### src/rtl/rr_pri_arbiter_if.sv
// Request/grant bundle between requesters (master) and the arbiter (slave).
// Also carries the arbiter's FSM state and rotation pointer for observation.
interface rr_pri_arbiter_if #(
  parameter int N = 8,
  parameter int W = $clog2(N)
);
  // Handshake: requester i raises req[i] and keeps it high until it sees
  // gnt_valid with gnt_idx == i. It then holds req[i] while using the
  // resource and pulses ack for one cycle to release it. Dropping req[i]
  // without ack abandons the grant. A grant always ends with one idle cycle.
  logic [N-1:0] req;
  logic         mode;
  logic         ack;
  logic         any_req;
  logic         gnt_valid;
  logic [W-1:0] gnt_idx;
  logic [N-1:0] gnt_onehot;
  logic [0:0]   dbg_state;
  logic [W-1:0] dbg_ptr;

  modport master (
    output req, mode, ack,
    input  any_req, gnt_valid, gnt_idx, gnt_onehot, dbg_state, dbg_ptr
  );

  modport slave (
    input  req, mode, ack,
    output any_req, gnt_valid, gnt_idx, gnt_onehot, dbg_state, dbg_ptr
  );
endinterface

### src/rtl/rr_pri_arbiter.sv
// Two-state arbiter: fixed priority (highest index wins) or descending
// round-robin from a rotation pointer; a grant is held until ack or abort.
module rr_pri_arbiter #(
  parameter int N = 8,
  parameter int W = $clog2(N)
) (
  input  logic                clk,
  input  logic                rst,
  rr_pri_arbiter_if.slave     bus
);
  localparam logic [0:0]   ST_IDLE  = 1'b0;
  localparam logic [0:0]   ST_GRANT = 1'b1;
  localparam logic [W-1:0] PTR_MAX  = W'(N - 1);
  localparam logic [N-1:0] ONE_HOT0 = {{(N-1){1'b0}}, 1'b1};

  logic [0:0]   state_q;
  logic         gnt_valid_q;
  logic [W-1:0] gnt_idx_q;
  logic [N-1:0] gnt_onehot_q;
  logic [W-1:0] ptr_q;
  logic         grant_rr_q;

  logic [W-1:0] hi_all;
  logic [W-1:0] hi_low;
  logic         any_low;
  logic [W-1:0] win_idx;
  logic [N-1:0] win_onehot;
  logic         held_req;
  logic         release_grant;

  // Searching ptr, ptr-1, ..., 0 then N-1, ..., ptr+1 is the same as taking
  // the highest request at or below ptr, else the highest request overall.
  always_comb begin
    hi_all  = '0;
    hi_low  = '0;
    any_low = 1'b0;
    for (int i = 0; i < N; i++) begin
      if (bus.req[i]) begin
        hi_all = W'(i);
        if (W'(i) <= ptr_q) begin
          hi_low  = W'(i);
          any_low = 1'b1;
        end
      end
    end
    win_idx = (bus.mode && any_low) ? hi_low : hi_all;
  end

  assign win_onehot    = ONE_HOT0 << win_idx;
  assign held_req      = |(bus.req & gnt_onehot_q);
  assign release_grant = bus.ack || !held_req;

  always_ff @(posedge clk) begin
    if (rst) begin
      state_q      <= ST_IDLE;
      gnt_valid_q  <= 1'b0;
      gnt_idx_q    <= '0;
      gnt_onehot_q <= '0;
      ptr_q        <= PTR_MAX;
      grant_rr_q   <= 1'b0;
    end else begin
      case (state_q)
        ST_IDLE: begin
          if (|bus.req) begin
            state_q      <= ST_GRANT;
            gnt_valid_q  <= 1'b1;
            gnt_idx_q    <= win_idx;
            gnt_onehot_q <= win_onehot;
            grant_rr_q   <= bus.mode;
          end
        end
        ST_GRANT: begin
          if (release_grant) begin
            state_q      <= ST_IDLE;
            gnt_valid_q  <= 1'b0;
            gnt_idx_q    <= '0;
            gnt_onehot_q <= '0;
            // Only a completed round-robin grant rotates the pointer; the
            // mode captured at the decision governs, not the live input.
            if (bus.ack && grant_rr_q) begin
              ptr_q <= (gnt_idx_q == '0) ? PTR_MAX : gnt_idx_q - 1'b1;
            end
          end
        end
        default: begin
          state_q      <= ST_IDLE;
          gnt_valid_q  <= 1'b0;
          gnt_idx_q    <= '0;
          gnt_onehot_q <= '0;
        end
      endcase
    end
  end

  assign bus.any_req    = |bus.req;
  assign bus.gnt_valid  = gnt_valid_q;
  assign bus.gnt_idx    = gnt_idx_q;
  assign bus.gnt_onehot = gnt_onehot_q;
  assign bus.dbg_state  = state_q;
  assign bus.dbg_ptr    = ptr_q;
endmodule

### src/flat_wrapper.sv
// flat-port wrapper written by rule: the top's interface ports become plain ports
module rr_pri_arbiter_flat 
#(
  parameter int N = 8,
  parameter int W = $clog2(N)
)
  (clk, rst, bus_req, bus_mode, bus_ack, bus_any_req, bus_gnt_valid, bus_gnt_idx, bus_gnt_onehot, bus_dbg_state, bus_dbg_ptr);
  rr_pri_arbiter_if #(.N(N), .W(W)) bus_i ();
  input  logic clk;
  input  logic rst;
  input wire logic [$bits(bus_i.req)-1:0] bus_req;
  input wire logic [$bits(bus_i.mode)-1:0] bus_mode;
  input wire logic [$bits(bus_i.ack)-1:0] bus_ack;
  output wire logic [$bits(bus_i.any_req)-1:0] bus_any_req;
  output wire logic [$bits(bus_i.gnt_valid)-1:0] bus_gnt_valid;
  output wire logic [$bits(bus_i.gnt_idx)-1:0] bus_gnt_idx;
  output wire logic [$bits(bus_i.gnt_onehot)-1:0] bus_gnt_onehot;
  output wire logic [$bits(bus_i.dbg_state)-1:0] bus_dbg_state;
  output wire logic [$bits(bus_i.dbg_ptr)-1:0] bus_dbg_ptr;
  assign bus_i.req = bus_req;
  assign bus_i.mode = bus_mode;
  assign bus_i.ack = bus_ack;
  assign bus_any_req = bus_i.any_req;
  assign bus_gnt_valid = bus_i.gnt_valid;
  assign bus_gnt_idx = bus_i.gnt_idx;
  assign bus_gnt_onehot = bus_i.gnt_onehot;
  assign bus_dbg_state = bus_i.dbg_state;
  assign bus_dbg_ptr = bus_i.dbg_ptr;
  rr_pri_arbiter #(.N(N), .W(W)) u_core (.clk(clk), .rst(rst), .bus(bus_i));
endmodule
### config.mk
export PLATFORM = sky130hd
export DESIGN_NAME = rr_pri_arbiter_flat
export DESIGN_NICKNAME = d
export VERILOG_FILES = /design/src/rtl/rr_pri_arbiter_if.sv /design/src/rtl/rr_pri_arbiter.sv /design/src/flat_wrapper.sv
export SDC_FILE = /design/constraint.sdc
export NUM_CORES = 1
export LEC_CHECK = 0
export BUFFER_PORTS_ARGS = -buffer_cell sky130_fd_sc_hd__buf_2
export CELL_PAD_IN_SITES_DETAIL_PLACEMENT = 0
export CELL_PAD_IN_SITES_GLOBAL_PLACEMENT = 1
export CORE_UTILIZATION = 37
export DETAILED_ROUTE_END_ITERATION = 6
export GPL_ROUTABILITY_DRIVEN = 0
export HOLD_SLACK_MARGIN = 0.08
export PLACE_DENSITY = 0.75
export SYNTH_ARGS = -nofsm -noshare
export SYNTH_HDL_FRONTEND = slang
export SYNTH_SLANG_ARGS = --single-unit
### constraint.sdc
create_clock -name clk -period 2.2 [get_ports clk]
set_input_delay 0.11 -clock clk [delete_from_list [all_inputs] [get_ports clk]]
set_output_delay 0.11 -clock clk [all_outputs]
set_load 0.1 [all_outputs]
# After elaboration in Yosys (flattened, before gate mapping)
# Cells that the tools add are included.
# classes
n_shift	1
n_reduce_logical	10
add_sub_neg	1
n_lt_le_gt_ge	8
muxes	51
eq_ne	2
bitwise_logic	2
# ops
op	count
$mux 3	21
$mux 1	22
$mux 8	2
$pmux 8 s2	1
$reduce_or 8->1	2
$le 3x3->1 const A	4
$and 8x8->8	1
$shl 1x3->8 const A	1
$le 1x3->1 const A	2
$le 2x3->1 const A	2
$pmux 3 s2	1
$mux 2	2
$ne 2x2->1 const B	2
$pmux 1 s2	2
$reduce_and 2->1	2
$logic_not 3->1	1
$reduce_and 3->1	1
$sub 3x1->3 const B	1
$logic_and 1x1->1	2
$logic_not 1->1	1
$logic_or 1x1->1	1
$not 1->1	1
# totals
word_cells	81
reg_bits	17

# Longest topological paths before layout
# Gate-level depths: netlist (run 1).
# logic_depth
ltp_word	22
depth_mapped	7
ltp_nobuf	6

# Worst setup path before layout (run 1)
# Ideal clock, no wire load.
# synth_timing
kind	register to register
from	reg u_core.ptr_q[1] (netlist: u_core.bus.dbg_ptr[1])
to	reg u_core.gnt_onehot_q[1] (netlist: u_core.bus.gnt_onehot[1])
t_arrival_ns	2.262
path_slack_ns	-0.181
path_stages_with_launch	8
synth_period_minus_slack_ns	2.381
cell_sequence	dfxtp_1 -> buf_6 -> o21a_1 -> o21a_4 -> nand2b_1 -> o21ai_2 -> mux2_2 -> a32o_1
# synth_via
elab_chain_cells	22
# synth_rtl
item	line_no	rtl
start, declared	rr_pri_arbiter.sv:20	logic [W-1:0] ptr_q;
start signal, assigned	rr_pri_arbiter.sv:81	ptr_q <= (gnt_idx_q == '0) ? PTR_MAX : gnt_idx_q - 1'b1;
$le 1x3->1	rr_pri_arbiter.sv:40	if (W'(i) <= ptr_q) begin
$mux 1	rr_pri_arbiter.sv:40	
$mux 1	rr_pri_arbiter.sv:38	if (bus.req[i]) begin
$mux 1	rr_pri_arbiter.sv:40	
$mux 1	rr_pri_arbiter.sv:38	
$mux 1	rr_pri_arbiter.sv:40	
$mux 1	rr_pri_arbiter.sv:38	
$mux 1	rr_pri_arbiter.sv:40	
[6 not listed]	n/a	
$mux 1	rr_pri_arbiter.sv:38	
$mux 1	rr_pri_arbiter.sv:40	
$mux 1	rr_pri_arbiter.sv:38	
$logic_and 1x1->1	rr_pri_arbiter.sv:46	win_idx = (bus.mode && any_low) ? hi_low : hi_all;
$mux 3 *	rr_pri_arbiter.sv:46	
$shl 1x3->8 *	rr_pri_arbiter.sv:49	assign win_onehot = ONE_HOT0 << win_idx;
$mux 8 *	rr_pri_arbiter.sv:64	if (|bus.req) begin
$pmux 8 s2 *	rr_pri_arbiter.sv:62	case (state_q)
end signal, assigned	rr_pri_arbiter.sv:68	gnt_onehot_q <= win_onehot;
end, declared	rr_pri_arbiter.sv:19	logic [N-1:0] gnt_onehot_q;
# Every way passes the cells marked *; elsewhere a longest branch is shown, timed or not. The select of a mux whose other input is x is not followed.
# A chain may end at the register's enable or synchronous reset.

# Worst setup path after layout (run 1)
# layout_timing
from	reg u_core.ptr_q[2] (netlist: u_core.bus.dbg_ptr[2])
to	reg u_core.gnt_onehot_q[1] (netlist: u_core.bus.gnt_onehot[1])
# The elaborated chain is that of the path after synthesis.

==> run summary, run 1 <==
Final period utilization: 0.878. The final-report hold violation count came out at 0. Clock tree synthesis selected as its root buffer the cell sky130_fd_sc_hd__clkbuf_4. Once detailed placement completed, the half-perimeter wirelength came to 2.09 mm. No sink is reached through more buffers than the 2 on the longest clock path.

Once the clock tree was built, the resizer swapped 0 gates to a different size. CTS saw 17 sinks. In the post-synthesis netlist, the biggest area contributors are sky130_fd_sc_hd__dfxtp_1 (34%), sky130_fd_sc_hd__nor2_1 (5.2%), sky130_fd_sc_hd__a22oi_1 (4.4%).

Before CTS, the worst setup slack after placement is 0.275 ns. Most used flip-flop cell after synthesis: sky130_fd_sc_hd__dfxtp_1. Largest voltage drop on the vdd net: 0.486 mV. The average instance in the mapped netlist occupies 8.97 µm².

The final count of pins violating max slew is 0, and the number of buffers inserted by hold repair at cts is 0. After clock tree synthesis, the clock-pin slew on the worst setup and hold paths is 0.11 ns. Yosys instantiated no cell more often than sky130_fd_sc_hd__dfxtp_1. The fraction of power consumed by sequential logic was 0.448.

The kind of critical path was reg -> reg. Summing all multi-input logic gate instances after layout gives 609 µm². Counting distinct cell types in the post-synthesis netlist gives 41. The logs give 0 for the initial antenna violation count and 0 for the count of maximum capacitance violations.

The switching share of total power works out to 0.399. The tools report the total area of sequential cells as 344 µm². The number of global-route vias before repair was 867. In this run the power spent charging and discharging nets is 0.303 mW.

The flow ran to the end, and the final reports show no timing, DRC or antenna violations. Worst min-delay path category: in -> reg. For the pin with the worst max-slew slack, the measured transition is 0.496 ns. The clock latency on the worst-skew pair was 0.29 ns. The total vias in the final route was 968; the growth of design area from synthesis to finish was 18.4%.

After detailed routing, the average wire length per cell comes to 15.2 µm. TritonCTS built the clock tree. 0 antenna diodes ended up in the layout. At the worst endpoint, the required time is 2.40 ns. Once detail routing completed, the nets flagged for antenna violations numbered 0.

Summed over all instances, the cell type with the most area after synthesis is sky130_fd_sc_hd__dfxtp_1. Setup violations remaining at the end of the flow were counted as 0. The chip width came out at 54.3 µm.

STA classifies the critical path startpoint as a flop. CTS H-tree depth: 1. The fraction of layout instances using a drive strength above 1 was 0.359. The post-route setup TNS was 0 ns; the warning count from the yosys run was 0.

The area share of the largest cell type after synthesis was 0.336; the routed wire length was 2.62 mm. Derived from the worst setup path, the maximum achievable clock frequency is 0.518 GHz. In this run, synthesis produced a sequential element count of 17. The internal portion of the total power is 0.456 mW.

The logs give 0.193 for the all-layer global routing usage and 4.01 mm for the wire length of the first global-routing pass. The logs give 0.668 for the worst slew margin relative to its limit and 0.00992 ns for the maximum clock skew at final layout. Across all setup checks in the final design, the least slack found is 0.268 ns. After detailed routing, the number of remaining DRC violations is 0. 29 I/O pins were placed.

The first detailed-routing pass took 4 iterations. The smallest clock period supported by the final layout is computed as 1.93 ns. The final layout contains 157 nets. The async set-reset flop share out of synthesis is 0, and the count of routing violations after the opening detailed-route iteration is 13. Dividing the detail-routed via count by the number of cells gives 5.63. Fill cells in the final layout number 257. The cell count after synthesis came out at 113.

The floorplan die area is 0.00295 mm², and the count of input and output buffers is 28. Once the clock tree was built, the setup fixing pass inserted 0 buffers. The floorplan step set the die height to 54.3 µm. After synthesis, the most frequently instantiated cells are sky130_fd_sc_hd__dfxtp_1 (17), sky130_fd_sc_hd__nor2_1 (14), sky130_fd_sc_hd__inv_1 (7). For the data arrival at the endpoint of the critical path, the log shows 2.13 ns. The relative contribution of the clock network to total power was 0.225.

The core region is 0.00252 mm². Entering global routing, the biggest net connects 12 pins. The number of nets handed over by synthesis was 127. Kind of end point of the critical path: a flop.

Along the worst path, the maximum fanout reaches 9. Total congestion overflow: 0. For this design the ratio of total power to cell area is 633 mW/mm². The number of enable flip-flop cells after synthesis is 0. The run gives 0.402 as the starting density of the core.

The static power due to leakage was 0.533 nW; the proportion of power drawn by combinational gates was 0.327. The total CTS buffers was 3. Setup repair after global routing left no endpoint under its margin.

The mapped netlist covers 0.00101 mm². The floorplan has 18 rows. The tools report the sequential area share after synthesis as 0.336.
power groups by stage:
stage | combinational (mW) | clock (mW) | sequential (mW)
after floorplan | 0.0926 | 0 | 0.445
after global placement | 0.247 | 0 | 0.346
after detailed placement | 0.248 | 0 | 0.347
after CTS | 0.249 | 0.176 | 0.340
after global routing | 0.263 | 0.189 | 0.342
final | 0.248 | 0.171 | 0.340
per-stage QoR:
| stage | instance area (µm²) | std cells | hold slack (ns) | power, mW | utilization |
|---|---|---|---|---|---|
| final | 1200 | 172 | 0.0997 | 0.759 | 0.476 |
| after global routing | 1200 | 172 | 0.115 | 0.794 | 0.476 |
| after CTS | 1200 | 172 | 0.0976 | 0.765 | 0.476 |
| after detailed placement | 1170 | 168 | 0.420 | 0.595 | 0.465 |
| after global placement | 1170 | 168 | 0.420 | 0.593 | 0.465 |
| after floorplan | 1020 | 113 | 0.257 | 0.538 | - |
worst max-delay path, cell delays in order, from the launching register on:
cell,delay [ns]
sky130_fd_sc_hd__dfxtp_2,0.38
sky130_fd_sc_hd__o31ai_1,0.38
sky130_fd_sc_hd__o311ai_1,0.23
sky130_fd_sc_hd__o21ai_2,0.20
sky130_fd_sc_hd__mux2_2,0.40
sky130_fd_sc_hd__a32o_1,0.25
logic make-up (layout without fill, tap and decap cells):
| kind of cell | Yosys count | after routing | synth area share |
|---|---|---|---|
| compound gates | 44 | 44 | 0.362 |
| flops | 17 | 17 | 0.336 |
| simple gates | 35 | 35 | 0.179 |
| mux | 3 | 3 | 0.0309 |
| fa+ha+maj | 2 | 2 | 0.0247 |
| buf+inv | 12 | 41 | 0.0679 |
worst paths after layout:
| kind | slack, ns | start | cells past startpoint | endpoint |
|---|---|---|---|---|
| worst min-delay path | 0.1 | rst | 2 | u_core.bus.gnt_valid |
| worst min register to register | 0.50 | u_core.bus.gnt_valid | 2 | u_core.bus.gnt_valid |
| worst max register to register | 0.27 | u_core.bus.dbg_ptr[2] | 5 | u_core.bus.gnt_onehot[1] |
| worst max-delay path | 0.27 | u_core.bus.dbg_ptr[2] | 5 | u_core.bus.gnt_onehot[1] |
metal layers:
metal / global-route usage / routed length, µm / vias to the layer above
li1: - / - / 484
met1: 0.262 / 1290 / 461
met2: 0.299 / 1210 / 19
met3: 0.0167 / 95 / 4
met4: 0.103 / 33 / 0
met5: 0 / 0 / -
cells in the final DEF (no fill, tap or decap), types with 2 or more instances in the layout:
cell type,n
sky130_fd_sc_hd__a31oi_1,3
sky130_fd_sc_hd__nand2_1,5
sky130_fd_sc_hd__a22o_1,3
sky130_fd_sc_hd__o2bb2ai_1,2
sky130_fd_sc_hd__dfxtp_1,14
sky130_fd_sc_hd__inv_1,7
sky130_fd_sc_hd__o21ai_0,2
sky130_fd_sc_hd__nor3_2,2
sky130_fd_sc_hd__a32o_1,4
sky130_fd_sc_hd__o21bai_1,2
sky130_fd_sc_hd__nand2b_1,3
sky130_fd_sc_hd__mux2i_1,2
sky130_fd_sc_hd__buf_2,28
sky130_fd_sc_hd__dfxtp_2,3
sky130_fd_sc_hd__nor2_1,14
sky130_fd_sc_hd__a21oi_1,6
sky130_fd_sc_hd__o31ai_1,2
sky130_fd_sc_hd__buf_4,2
sky130_fd_sc_hd__clkbuf_4,3
sky130_fd_sc_hd__a21o_2,2
sky130_fd_sc_hd__a22oi_1,6
sky130_fd_sc_hd__ha_1,2
sky130_fd_sc_hd__nand3_1,4
layout make-up:
cell class / count / area share
Tap cell: 30 / 0.0313
Clock buffer: 3 / 0.0188
Clock inverter: 1 / 0.00417
Inverter: 7 / 0.0219
Multi-Input combinational cell: 84 / 0.508
Timing Repair Buffer: 30 / 0.129
Sequential cell: 17 / 0.287
sequential cells by signal, summed over array words and instances (netlist names):
register	flops
u_core.bus.gnt_onehot	8
u_core.bus.gnt_valid	1
u_core.bus.dbg_state	1
u_core.grant_rr_q	1
u_core.bus.dbg_ptr	3
u_core.bus.gnt_idx	3
(Power assumes the default switching activity.)
==> run 2, diff against run 1 <==
--- a/config.mk
+++ b/config.mk
@@ -12,7 +12,9 @@
 export DETAILED_ROUTE_END_ITERATION = 6
 export GPL_ROUTABILITY_DRIVEN = 0
 export HOLD_SLACK_MARGIN = 0.08
+export MAX_ROUTING_LAYER = met4
 export PLACE_DENSITY = 0.75
 export SYNTH_ARGS = -nofsm -noshare
 export SYNTH_HDL_FRONTEND = slang
 export SYNTH_SLANG_ARGS = --single-unit
+export TNS_END_PERCENT = 30
==> run 2 against run 1 <==
Die area unchanged; utilization unchanged; total power down 0.31%; largest power group unchanged; combinational power about the same; flip-flop and latch count unchanged; register-to-register slack about the same; critical path type unchanged; critical endpoint unchanged.
==> run summary, run 2 (synthesized netlist as in run 1, its figures left out) <==
The path with the worst hold slack has its endpoint at u_core.bus.gnt_valid. The average wire per standard cell is 15.2 µm (-0.53%), and the area of the placeable core is 0.00252 mm² (unchanged). The starting density of the core is 0.402 (unchanged), and the count of input and output buffers is 28 (unchanged).

The setup slack on the worst flop-to-flop path was 0.27 ns (about the same). For the estimated wirelength of the detail-placed design, the log shows 2.09 mm (unchanged). The kind of critical path is reg -> reg. The flip-flop count of the largest register, all copies and words added is 8 (unchanged), and the wire length of the first global-routing pass is 3.98 mm (-0.67%).

The run gives 168 (unchanged) as the number of placed instances, taps included. The flow ran to the end, and the final reports show no timing, DRC or antenna violations. The library cells used most frequently in the layout, excluding fill and tap cells, are sky130_fd_sc_hd__buf_2 (28), sky130_fd_sc_hd__nor2_1 (14), sky130_fd_sc_hd__dfxtp_1 (14). The library cell used most frequently in the layout, excluding fill and tap cells, is sky130_fd_sc_hd__buf_2. For the number of buffers inserted to repair setup after CTS, the log shows 0 (unchanged).

The post-route antenna net violation count was 0 (unchanged); the initial antenna violation count was 0 (unchanged). The largest incremental delay on the critical path came out at 0.40 ns (about the same). The maximum net fanout on the critical path was 9 (unchanged); the number of failing setup endpoints in the final timing report was 0 (unchanged). The cell depth of the worst min-delay path was 2 (unchanged); the routed wire length was 2.61 mm (-0.53%). The logs give 2.13 ns (about the same) for the data arrival at the endpoint of the critical path and 157 (unchanged) for the count of nets after finishing. The die boundary height is 54.3 µm (unchanged), and the number of instances resized during post-cts repair is 0 (unchanged).

For the post-route setup TNS, the log shows 0 ns (unchanged). The total vias in the final route came out at 958 (-1.0%). The static power due to leakage is 0.533 nW (unchanged), and the count of routing violations after the opening detailed-route iteration is 14 (+1).

The worst register-to-register path ends at u_core.bus.gnt_onehot[1]. The tools report the total congestion overflow as 0 (unchanged). The chip width was 54.3 µm (unchanged).

The number of global-route vias before repair came out at 875 (+0.92%). For the number of standard-cell rows in the floorplan, the log shows 18 (unchanged). The worst setup path is captured at a flop. Setup repair after global routing left no endpoint under its margin. The worst register-to-register path begins at u_core.bus.dbg_ptr[2]. Register clock-pin slew on the reported worst setup and hold paths: 0.11 ns (about the same).

The power density relative to cell area is 631 mW/mm² (-0.31%). TritonCTS built the clock tree. The worst slew margin relative to its limit is 0.671 (+0.00301). The slew at the pin closest to its max-slew limit came out at 0.492 ns (-0.00450 ns).

For the number of top-level pins, the log shows 29 (unchanged). The number of filler instances in the final layout is 257 (unchanged). STA classifies the critical path startpoint as a flop. Final critical delay including setup and external delays: 1.93 ns (+0.000815 ns). The CTS H-tree depth came out at 1 (unchanged).

The final period utilization was 0.878 (about the same); the fraction of layout instances using a drive strength above 1 was 0.359 (unchanged). The clock latency on the worst-skew pair was 0.29 ns (about the same); the buffer depth of the longest clock path was 2 (unchanged). The power consumption was 0.757 mW (-0.31%). The signal on the critical path passes through o31ai_1 -> o311ai_1 -> o21ai_2 -> mux2_2 -> a32o_1. The tools report the all-layer global routing usage as 0.196 (+0.00371). The largest voltage drop on the vdd net was 0.481 mV (-0.84%). The worst-case reg-to-reg path depth came out at 5 (unchanged). The post-placement worst setup slack was 0.275 ns (unchanged).

The number of buffers inserted by hold repair at cts was 0 (unchanged); the growth of design area from synthesis to finish was 18.4% (unchanged). The final count of pins violating max slew is 0 (unchanged), and the total CTS buffers is 3 (unchanged). Number of clock sinks: 17 (unchanged). Critical path data required time: 2.40 ns (about the same).

The launch instance of the worst min-delay path was rst. In this run the worst hold path is classified as in -> reg. Number of remaining DRC errors: 0 (unchanged). The tools report the cell at the root of the clock tree as sky130_fd_sc_hd__clkbuf_4. The tools report the maximum clock skew at final layout as 0.0103 ns (+0.000430 ns). The count of inserted antenna diode cells was 0 (unchanged); the post-route worst setup slack was 0.268 ns (-0.000815 ns). The maximum frequency from static timing analysis was 0.517 GHz (about the same); the post-layout instance count excluding filler cells was 172 (unchanged). The cell type of the slowest stage on the worst timing path was sky130_fd_sc_hd__mux2_2.

Count of maximum capacitance violations: 0 (unchanged). For the final-report hold violation count, the log shows 0 (unchanged). The run gives 0.00295 mm² (unchanged) as the floorplan die area. The largest net degree at the start of global routing was 12 (unchanged). The mean number of vias per cell was 5.57 (-1.0%). The first-pass iteration count of the detailed router is 4 (unchanged).
==> run 2: how the worst max path moves through the flow <==
| stage | startpoint | to | slack [ns] |
|---|---|---|---|
| 5_1_grt | u_core.bus.dbg_ptr[2] | u_core.bus.gnt_onehot[1] | 0.17 |
| 3_3_place_gp | u_core.bus.dbg_ptr[0] | u_core.bus.gnt_onehot[1] | 0.34 |
| 3_5_place_dp | u_core.bus.dbg_ptr[2] | u_core.bus.gnt_onehot[1] | 0.27 |
| 4_1_cts | u_core.bus.dbg_ptr[2] | u_core.bus.gnt_onehot[1] | 0.27 |
| 2_1_floorplan | u_core.bus.dbg_ptr[1] | u_core.bus.gnt_onehot[1] | 0.06 |
| 6_report | u_core.bus.dbg_ptr[2] | u_core.bus.gnt_onehot[1] | 0.27 |
==> run 2: layout make-up <==
cell class                      count  area [µm²]  share of cell area
Multi-Input combinational cell     84         609               0.508
Sequential cell                    17         344               0.287
Timing Repair Buffer               30         155               0.129
Tap cell                           30        37.5              0.0313
Inverter                            7        26.3              0.0219
Clock buffer                        3        22.5              0.0188
Clock inverter                      1        5.00             0.00417
==> run 2: layer usage <==
metal	up-vias	share of wire	track usage	wire, µm
li1	483	-	-	-
met1	452	0.49	0.252	1270
met2	19	0.46	0.305	1210
met3	4	0.036	0.0167	94
met4	0	0.013	0.103	33
met5	-	0	-	0
==> run 2: stage by stage <==
stage                     hold WS, ns  utilization  area (µm²)
after floorplan                 0.257            -        1020
after global placement          0.420        0.465        1170
after detailed placement        0.420        0.465        1170
after CTS                      0.0976        0.476        1200
after global routing            0.115        0.476        1200
final                          0.0999        0.476        1200
==> run 2: critical path: cells and delay by family, from the launching register on <==
kind / cells / cell delay (ns)
AOI/OAI and AO/OA: 4 / 1.06
DFF: 1 / 0.38
muxes: 1 / 0.40
==> run 2: report_power, final <==
group          total (mW)  leakage, nW  internal [mW]  switching (mW)
clock               0.169       0.0177         0.0675           0.101
sequential          0.340        0.138          0.324          0.0160
combinational       0.248        0.378         0.0647           0.183
total               0.757        0.533          0.456           0.301
